--- src/rtl/addsub_serial_if.sv ---
// Handshake and operand/result bundle for addsub_serial.
// master drives the request side; slave is the arithmetic unit.
interface addsub_serial_if #(
  parameter int N = 8
);
  logic         start;
  logic         op;
  logic [N-1:0] A_num;
  logic [N-1:0] B_num;
  logic         busy;
  logic         done;
  logic [N-1:0] result;
  logic         carry;
  logic         sign;
  logic         overflow;
  logic         zero;

  // start is a level request, taken on any rising edge where busy==0;
  // done pulses for one cycle and result/flags stay valid until the next final digit.
  modport master (
    output start, op, A_num, B_num,
    input  busy, done, result, carry, sign, overflow, zero
  );

  modport slave (
    input  start, op, A_num, B_num,
    output busy, done, result, carry, sign, overflow, zero
  );
endinterface

--- src/rtl/addsub_serial.sv ---
// Digit-serial N-bit add/subtract, W bits per clock with a registered carry.
// Optional unsigned saturation when ADDSUB_SAT_EN is defined; default build wraps modulo 2^N.
module addsub_serial #(
  parameter int N = 8,
  parameter int W = 2
) (
  input  logic                clk,
  input  logic                rst_n,
  addsub_serial_if.slave      bus,
  output logic [1:0]          state_dbg
);

  localparam int DIGITS = N / W;
  localparam int CW     = (DIGITS > 1) ? $clog2(DIGITS) : 1;

  if ((N < 2) || (W < 1) || (W > N) || ((N % W) != 0)) begin : g_bad_params
    $error("addsub_serial: N must be >= 2 and a multiple of W");
  end

  typedef enum logic [1:0] {
    IDLE = 2'd0,
    RUN  = 2'd1,
    DONE = 2'd2
  } state_t;

  state_t        state;
  logic [N-1:0]  a_q;
  logic [N-1:0]  b_q;
  logic [N-1:0]  shadow_q;
  logic          op_q;
  logic          cy_q;
  logic [CW-1:0] cnt;

  logic [W:0]    dsum;
  logic [N-1:0]  shadow_next;
  logic [N-1:0]  res_final;
  logic          last;
  logic          ov_raw;

  assign state_dbg = state;

  // Operands shift right each RUN cycle, so the current digit is always in bits [W-1:0];
  // sum digits enter the shadow from the top and reach their final place after N/W cycles.
  always_comb begin
    dsum        = {1'b0, a_q[W-1:0]} + {1'b0, b_q[W-1:0]} + {{W{1'b0}}, cy_q};
    shadow_next = shadow_q >> W;
    shadow_next[N-1 -: W] = dsum[W-1:0];
    last        = (cnt == CW'(DIGITS - 1));
    ov_raw      = (a_q[W-1] == b_q[W-1]) && (dsum[W-1] != a_q[W-1]);
    res_final   = shadow_next;
`ifdef ADDSUB_SAT_EN
    if (!op_q && dsum[W]) begin
      res_final = '1;
    end else if (op_q && !dsum[W]) begin
      res_final = '0;
    end
`endif
  end

  always_ff @(posedge clk or negedge rst_n) begin
    if (!rst_n) begin
      state        <= IDLE;
      a_q          <= '0;
      b_q          <= '0;
      shadow_q     <= '0;
      op_q         <= 1'b0;
      cy_q         <= 1'b0;
      cnt          <= '0;
      bus.busy     <= 1'b0;
      bus.done     <= 1'b0;
      bus.result   <= '0;
      bus.carry    <= 1'b0;
      bus.sign     <= 1'b0;
      bus.overflow <= 1'b0;
      bus.zero     <= 1'b0;
    end else begin
      case (state)
        IDLE, DONE: begin
          bus.done <= 1'b0;
          if (bus.start) begin
            a_q      <= bus.A_num;
            b_q      <= bus.op ? ~bus.B_num : bus.B_num;
            op_q     <= bus.op;
            cy_q     <= bus.op;
            cnt      <= '0;
            bus.busy <= 1'b1;
            state    <= RUN;
          end else begin
            state    <= IDLE;
          end
        end
        RUN: begin
          a_q      <= a_q >> W;
          b_q      <= b_q >> W;
          cy_q     <= dsum[W];
          shadow_q <= shadow_next;
          cnt      <= cnt + 1'b1;
          if (last) begin
            state        <= DONE;
            bus.busy     <= 1'b0;
            bus.done     <= 1'b1;
            bus.result   <= res_final;
            bus.carry    <= dsum[W];
            bus.sign     <= op_q & ~dsum[W];
            bus.overflow <= ov_raw;
            bus.zero     <= (res_final == '0);
          end
        end
        default: begin
          state    <= IDLE;
          bus.busy <= 1'b0;
          bus.done <= 1'b0;
        end
      endcase
    end
  end

endmodule

--- src/flat_wrapper.sv ---
// flat-port wrapper written by rule: the top's interface ports become plain ports
module addsub_serial_flat 
#(
  parameter int N = 8,
  parameter int W = 2
)
  (clk, rst_n, state_dbg, bus_start, bus_op, bus_A_num, bus_B_num, bus_busy, bus_done, bus_result, bus_carry, bus_sign, bus_overflow, bus_zero);
  addsub_serial_if #(.N(N)) bus_i ();
  input  logic clk;
  input  logic rst_n;
  output logic [1:0] state_dbg;
  input wire logic [$bits(bus_i.start)-1:0] bus_start;
  input wire logic [$bits(bus_i.op)-1:0] bus_op;
  input wire logic [$bits(bus_i.A_num)-1:0] bus_A_num;
  input wire logic [$bits(bus_i.B_num)-1:0] bus_B_num;
  output wire logic [$bits(bus_i.busy)-1:0] bus_busy;
  output wire logic [$bits(bus_i.done)-1:0] bus_done;
  output wire logic [$bits(bus_i.result)-1:0] bus_result;
  output wire logic [$bits(bus_i.carry)-1:0] bus_carry;
  output wire logic [$bits(bus_i.sign)-1:0] bus_sign;
  output wire logic [$bits(bus_i.overflow)-1:0] bus_overflow;
  output wire logic [$bits(bus_i.zero)-1:0] bus_zero;
  assign bus_i.start = bus_start;
  assign bus_i.op = bus_op;
  assign bus_i.A_num = bus_A_num;
  assign bus_i.B_num = bus_B_num;
  assign bus_busy = bus_i.busy;
  assign bus_done = bus_i.done;
  assign bus_result = bus_i.result;
  assign bus_carry = bus_i.carry;
  assign bus_sign = bus_i.sign;
  assign bus_overflow = bus_i.overflow;
  assign bus_zero = bus_i.zero;
  addsub_serial #(.N(N), .W(W)) u_core (.clk(clk), .rst_n(rst_n), .bus(bus_i), .state_dbg(state_dbg));
endmodule
--- config.mk ---
export PLATFORM = sky130hd
export DESIGN_NAME = addsub_serial_flat
export DESIGN_NICKNAME = d
export VERILOG_FILES = /design/src/rtl/addsub_serial_if.sv /design/src/rtl/addsub_serial.sv /design/src/flat_wrapper.sv
export SDC_FILE = /design/constraint.sdc
export NUM_CORES = 1
export LEC_CHECK = 0
export ABC_AREA = 1
export CAP_MARGIN = 25
export CORE_ASPECT_RATIO = 1.5
export CORE_MARGIN = 2
export CORE_UTILIZATION = 53
export CTS_BUF_LIST = sky130_fd_sc_hd__clkbuf_8
export DETAILED_ROUTE_END_ITERATION = 8
export PLACE_DENSITY = 0.91
export SYNTH_ARGS = -nofsm -noshare
export SYNTH_HDL_FRONTEND = slang
export SYNTH_SLANG_ARGS = --single-unit
--- constraint.sdc ---
create_clock -name clk -period 2.1 [get_ports clk]
set_input_delay 0.63 -clock clk [delete_from_list [all_inputs] [get_ports clk]]
set_output_delay 0.63 -clock clk [all_outputs]
set_load 0.02 [all_outputs]
==> results.sh, run 1 <==
export IMPL_powerDensity_nw_per_um2=1520
export IMPL_wl_mm=3.77
export IMPL_drtIter0Drc=49
export IMPL_fmax_ghz=0.491
export IMPL_initial_utilization_pct=55.7
export IMPL_crit_type="flop to primary output"
export IMPL_drv_slew=0
export IMPL_antennaDiodeCount=0
export IMPL_die_h_um=77.7
export IMPL_synth_xor_area_share_pct=0
export IMPL_synth_compound_area_share_pct=4.43
export IMPL_postCtsHoldBufs=0
export IMPL_place_hpwl_mm=2.65
export IMPL_synthMuxAreaShare_pct=0
export IMPL_synth_area_um2=1920
export IMPL_rsz0062_at_grt="false"
export IMPL_grt_pass1_wl_mm=6.71
export IMPL_clk_pin_slew_worst_paths_ns=0.08
export IMPL_fin_crit_ns=2.04
export IMPL_grt_max_degree=43
export IMPL_postRouteAntennaNets=0
export IMPL_tns_ns=0
export IMPL_rrSetupSlack_ns=0.23
export IMPL_ctsResizeCount=0
export IMPL_cts_tree="done"
export IMPL_clockBufferDepth=2
export IMPL_ys_ff_latch=42
export IMPL_fp_dieW_um=53.1
export IMPL_grt_use_total_pct=22.2
export IMPL_ir_drop_mv=0.884
export IMPL_dr_total_vias=1642
export IMPL_min_path_type="input pin to async pin"
export IMPL_h_tree_depth=2
export IMPL_slowest_delay_ns=0.64
export IMPL_status="completed"
export IMPL_grt_overflow=0
export IMPL_cell_internal_pwr_mw=2.11
export IMPL_p_leak_nw=1.21
export IMPL_cts_post_setup_buffers_inserted=0
export IMPL_drt_pre_antenna_iters=4
export IMPL_slowest_stage="clkdlybuf4s50_1"
export IMPL_p_clk_share_pct=15.2
export IMPL_path_buf_inv=1
export IMPL_cts_root_buf="clkbuf_8"
export IMPL_p_comb_share_pct=45.8
export IMPL_yosysUniqueCellTypes=19
export IMPL_fin_skew_ns=0.00534
export IMPL_power_switching_mw=1.50
export IMPL_row_count=26
export IMPL_cts_buffers_inserted=5
export IMPL_setup_viol=0
export IMPL_hold_viol=0
export IMPL_die_area_um2=4130
export IMPL_synth_simple_area_share_pct=29.9
export IMPL_slew_limit_headroom_pct=66.1
export IMPL_path_cells="clkdlybuf4s50_1"
export IMPL_syn_avg_cell_area_um2=8.17
export IMPL_syn_num_nets=259
export IMPL_nets=294
export IMPL_n_fill_cell=278
export IMPL_ys_seq_area_share_pct=54.8
export IMPL_crit_family="buffers and inverters"
export IMPL_holdWs_ns=0.382
export IMPL_placed_cell_area_um2=2270
export IMPL_maxCapViolCount=0
export IMPL_layout_drive_gt1_share_pct=8.12
export IMPL_yosysTopAreaCell="dfrtp_1"
export IMPL_ioPinCount=36
export IMPL_route_detailed_drc=0
export IMPL_pwr_share_seq_pct=39.0
export IMPL_clkLatencyLatePin_ns=0.30
export IMPL_total_power_mw=3.60
export IMPL_antenna_found_initial=0
export IMPL_portBuffers=35
export IMPL_yosysWarningCount=0
export IMPL_start_kind="flop"
export IMPL_design_core_area_um2=3450
export IMPL_routabilityCongestion=0.755
export IMPL_synth_top_family_by_area="simple AND/OR/NAND/NOR gates"
export IMPL_avgRoutedWirePerCell_um=12.0
export IMPL_syn_inst=235
export IMPL_fin_util_pct=68.7
export IMPL_grt_pass1_vias=1536
export IMPL_routed_via_density=5.25
export IMPL_worstPathMaxFanout=6
export IMPL_synth_top_area_share_pct=54.8
export IMPL_synthToLayoutAreaGrowth_pct=23.5
export IMPL_clkSinkCount=42
export IMPL_worstPathRequired_ns=1.47
export IMPL_synth_adder_area_share_pct=3.39
export IMPL_period_share_pct=96.9
export IMPL_critPathCaptureType="primary output"
export IMPL_fin_area_um2=2370
export IMPL_arrival_ns=1.41
export IMPL_synth_area_leaders="dfrtp_1 55%, nand2_1 18%, nand3_1 5.2%"
export IMPL_tightestPinTransition_ns=0.508
export IMPL_swShare_pct=41.5
[flip-flops by register name (all words and copies together), names as in the netlist]
name                 count
u_core.a_q               8
u_core.b_q               8
u_core.bus.busy          1
u_core.bus.carry         1
u_core.bus.done          1
u_core.bus.overflow      1
u_core.bus.result        8
u_core.bus.sign          1
u_core.bus.zero          1
u_core.cnt               2
u_core.cy_q              1
u_core.op_q              1
u_core.shadow_q          6
u_core.state_dbg         2
[cell families after synthesis]
group / count (synthesis)
flip-flops: 42
AND/OR/NAND/NOR: 141
buffers and inverters: 31
AO/OA/AOI/OAI: 17
adder cells (fa/ha/maj): 4
[final timing paths]
kind | from | to | cells past startpoint
max in group asynchronous | rst_n | u_core.cnt[1]$_DFFE_PN0P_ | 2
min in group clk | u_core.b_q[7]$_DFFE_PN0P_ | u_core.b_q[7]$_DFFE_PN0P_ | 2
worst max register to register | u_core.cy_q$_DFFE_PN0P_ | u_core.bus.zero$_DFFE_PN0P_ | 7
worst min register to register | u_core.b_q[7]$_DFFE_PN0P_ | u_core.b_q[7]$_DFFE_PN0P_ | 2
worst max-delay path | u_core.state_dbg[0]$_DFFE_PN0P_ | state_dbg[0] | 1
worst min-delay path | rst_n | u_core.bus.result[7]$_DFFE_PN0P_ | 2
[placed cells by master, fill, tap and decap left out]
| master | Yosys | layout |
|---|---|---|
| inv_2 | 3 | 3 |
| nand3_1 | 20 | 20 |
| clkdlybuf4s50_1 | 0 | 34 |
| o21ai_0 | 9 | 9 |
| nor2_2 | 1 | 1 |
| a21oi_1 | 2 | 2 |
| clkinv_2 | 0 | 1 |
| or2_1 | 1 | 1 |
| nor2_1 | 19 | 19 |
| ha_1 | 2 | 2 |
| nand2_2 | 3 | 3 |
| inv_1 | 18 | 18 |
| buf_4 | 1 | 3 |
| buf_2 | 6 | 1 |
| clkinvlp_4 | 0 | 1 |
| fa_1 | 2 | 2 |
| o21ai_1 | 6 | 6 |
| clkbuf_8 | 0 | 6 |
| or2_2 | 3 | 3 |
| nand2_1 | 94 | 94 |
| dfrtp_1 | 42 | 42 |
[cell usage after synthesis, drive strengths merged]
library cell	instances
inv	21
nand2	97
o21ai	15
nor2	20
clkbuf	1
a21oi	2
or2	4
buf	9
ha	2
nand3	20
dfrtp	42
fa	2
[routing by layer]
layer	global-route usage [%]	routed length [um]	vias to the layer above
li1	-	-	791
met1	25.7	1430	793
met2	38.1	2090	51
met3	5.38	174	7
met4	8.46	68	0
met5	0	0	-
[final cells by class]
class | instances | area, um2 | area share, %
Clock inverter | 2 | 12.5 | 0.528
Tap cell | 42 | 52.6 | 2.22
Inverter | 21 | 78.8 | 3.33
Timing Repair Buffer | 38 | 368 | 15.5
Clock buffer | 6 | 82.6 | 3.48
Multi-Input combinational cell | 162 | 724 | 30.6
Sequential cell | 42 | 1050 | 44.4
[power by group through the flow]
| stage | clock network, mW | registers [mW] | logic, mW |
|---|---|---|---|
| after floorplan | 0 | 1.53 | 1.01 |
| after global placement | 0 | 1.40 | 1.58 |
| after detailed placement | 0 | 1.42 | 1.65 |
| after CTS | 0.556 | 1.41 | 1.67 |
| after global routing | 0.591 | 1.45 | 1.87 |
| final | 0.547 | 1.40 | 1.65 |
[per-stage QoR]
step                std cells  worst slack (ns)
floorplan                 235             0.426
global placement          305             0.193
detailed placement        305             0.141
CTS                       313            0.0585
global route              313           0.00696
finish                    313            0.0642
(Power assumes the default switching activity.)
==> run 2, diff against run 1 <==
--- a/config.mk
+++ b/config.mk
@@ -12,4 +12,5 @@
 export CORE_UTILIZATION = 53
 export CTS_BUF_LIST = sky130_fd_sc_hd__clkbuf_8
+export CTS_CLUSTER_SIZE = 30
 export DETAILED_ROUTE_END_ITERATION = 8
 export PLACE_DENSITY = 0.91
==> constraint.sdc (replaced) <==
create_clock -name clk -period 2.1 [get_ports clk]
set_input_delay 0.525 -clock clk [delete_from_list [all_inputs] [get_ports clk]]
set_output_delay 0.525 -clock clk [all_outputs]
set_load 0.02 [all_outputs]
==> results.sh, run 2 (same netlist as run 1, synthesis figures left out) <==
export IMPL_postCtsHoldBufs=0
export IMPL_postRouteAntennaNets=0
export IMPL_worstPathRequired_ns=1.57
export IMPL_arrival_ns=1.42
export IMPL_cts_post_setup_buffers_inserted=0
export IMPL_fin_area_um2=2370
export IMPL_powerDensity_nw_per_um2=1500
export IMPL_avgRoutedWirePerCell_um=11.5
export IMPL_ctsResizeCount=0
export IMPL_setup_worst_path_start="u_core.state_dbg[0]$_DFFE_PN0P_"
export IMPL_fp_dieW_um=53.1
export IMPL_slowest_delay_ns=0.65
export IMPL_grt_overflow=0
export IMPL_route_detailed_drc=0
export IMPL_wl_mm=3.62
export IMPL_die_h_um=77.7
export IMPL_n_fill_cell=293
export IMPL_p_leak_nw=1.22
export IMPL_grt_max_degree=43
export IMPL_grt_pass1_wl_mm=6.52
export IMPL_holdWs_ns=0.285
export IMPL_clk_pin_slew_worst_paths_ns=0.08
export IMPL_r2r_start="u_core.cy_q$_DFFE_PN0P_"
export IMPL_maxCapViolCount=0
export IMPL_drtIter0Drc=41
export IMPL_rsz0062_at_grt="false"
export IMPL_setup_viol=0
export IMPL_min_path_type="input pin to async pin"
export IMPL_worstPathMaxFanout=6
export IMPL_hold_viol=0
export IMPL_antennaDiodeCount=0
export IMPL_place_hpwl_mm=2.64
export IMPL_design_core_area_um2=3450
export IMPL_routed_via_density=5.01
export IMPL_dpl_worst_slack_ns=0.328
export IMPL_cts_tree="done"
export IMPL_layout_setup_ws_ns=0.154
export IMPL_nets=295
export IMPL_clockBufferDepth=2
export IMPL_rr_worst_depth=7
export IMPL_placed_cell_area_um2=2280
export IMPL_critPathCaptureType="primary output"
export IMPL_h_tree_depth=2
export IMPL_ioPinCount=36
export IMPL_tns_ns=0
export IMPL_mostFrequentLayoutCell="nand2_1"
export IMPL_crit_family="buffers and inverters"
export IMPL_die_area_um2=4130
export IMPL_layout_drive_gt1_share_pct=8.09
export IMPL_start_kind="flop"
export IMPL_path_buf_inv=1
export IMPL_layout_common_cells="94 x nand2_1, 42 x dfrtp_1, 34 x clkdlybuf4s50_1"
export IMPL_drv_slew=0
export IMPL_slowest_stage="clkdlybuf4s50_1"
export IMPL_ir_drop_mv=0.851
export IMPL_fmax_ghz=0.514
export IMPL_initial_utilization_pct=55.7
export IMPL_row_count=26
export IMPL_path_cells="clkdlybuf4s50_1"
export IMPL_crit_type="flop to primary output"
export IMPL_antenna_found_initial=0
export IMPL_tightestPinTransition_ns=0.506
export IMPL_largestRegisters="u_core.a_q x8, u_core.b_q x8, u_core.bus.result x8"
export IMPL_status="completed"
export IMPL_grt_use_total_pct=21.0
export IMPL_routabilityCongestion=0.783
export IMPL_period_share_pct=92.7
export IMPL_clkSinkCount=42
export IMPL_grt_pass1_vias=1523
export IMPL_clkLatencyLatePin_ns=0.29
export IMPL_slew_limit_headroom_pct=66.3
export IMPL_fin_crit_ns=1.95
export IMPL_dr_total_vias=1573
export IMPL_fin_skew_ns=0.00659
export IMPL_cts_buffers_inserted=5
export IMPL_drt_pre_antenna_iters=4
export IMPL_path_depth=1
export IMPL_cts_root_buf="clkbuf_8"
export IMPL_portBuffers=35
export IMPL_synthToLayoutAreaGrowth_pct=23.7
==> run 2: changes by cell type in the layout (fill, tap and decap cells not counted) <==
cell,previous run,this run
buf_4,3,4
clkinvlp_4,1,0
inv_1,18,19
==> run 2: path summary, 6_finish.rpt <==
path	endpoint	slack (ns)
worst max-delay path	state_dbg[0]	0.15
worst min-delay path	u_core.bus.result[6]$_DFFE_PN0P_	0.29
worst max register to register	u_core.bus.zero$_DFFE_PN0P_	0.29
worst min register to register	u_core.b_q[7]$_DFFE_PN0P_	0.47
max in group asynchronous	u_core.a_q[4]$_DFFE_PN0P_	1.46
min in group clk	u_core.b_q[7]$_DFFE_PN0P_	0.47
==> run 2: layer usage <==
metal / part of all wire (%) / track usage [%] / vias to the layer above
li1: - / - / 792
met1: 42 / 25.3 / 736
met2: 52 / 36.3 / 38
met3: 3.6 / 4.81 / 7
met4: 1.4 / 6.41 / 0
met5: 0 / 0 / -
==> run 2: area by class of cell <==
type | instances | area [um2] | share of cell area [%]
clock buffer | 6 | 82.6 | 3.48
timing repair buffer | 39 | 375 | 15.8
multi-input combinational | 162 | 724 | 30.5
inverter | 21 | 78.8 | 3.32
tap | 42 | 52.6 | 2.21
sequential | 42 | 1050 | 44.3
clock inverter | 2 | 8.76 | 0.369
==> run 2: metrics by stage <==
stage / instances / power, mW / util, %
6_report: 314 / 3.55 / 68.8
5_1_grt: 314 / 3.87 / 68.8
2_1_floorplan: 235 / 2.54 / -
3_3_place_gp: 306 / 2.99 / 66.2
4_1_cts: 314 / 3.59 / 68.8
3_5_place_dp: 306 / 3.06 / 66.2
==> run 2: power breakdown <==
part	total, mW	internal [mW]	switching (mW)
logic	1.63	0.660	0.968
clock network	0.521	0.260	0.260
registers	1.41	1.18	0.225
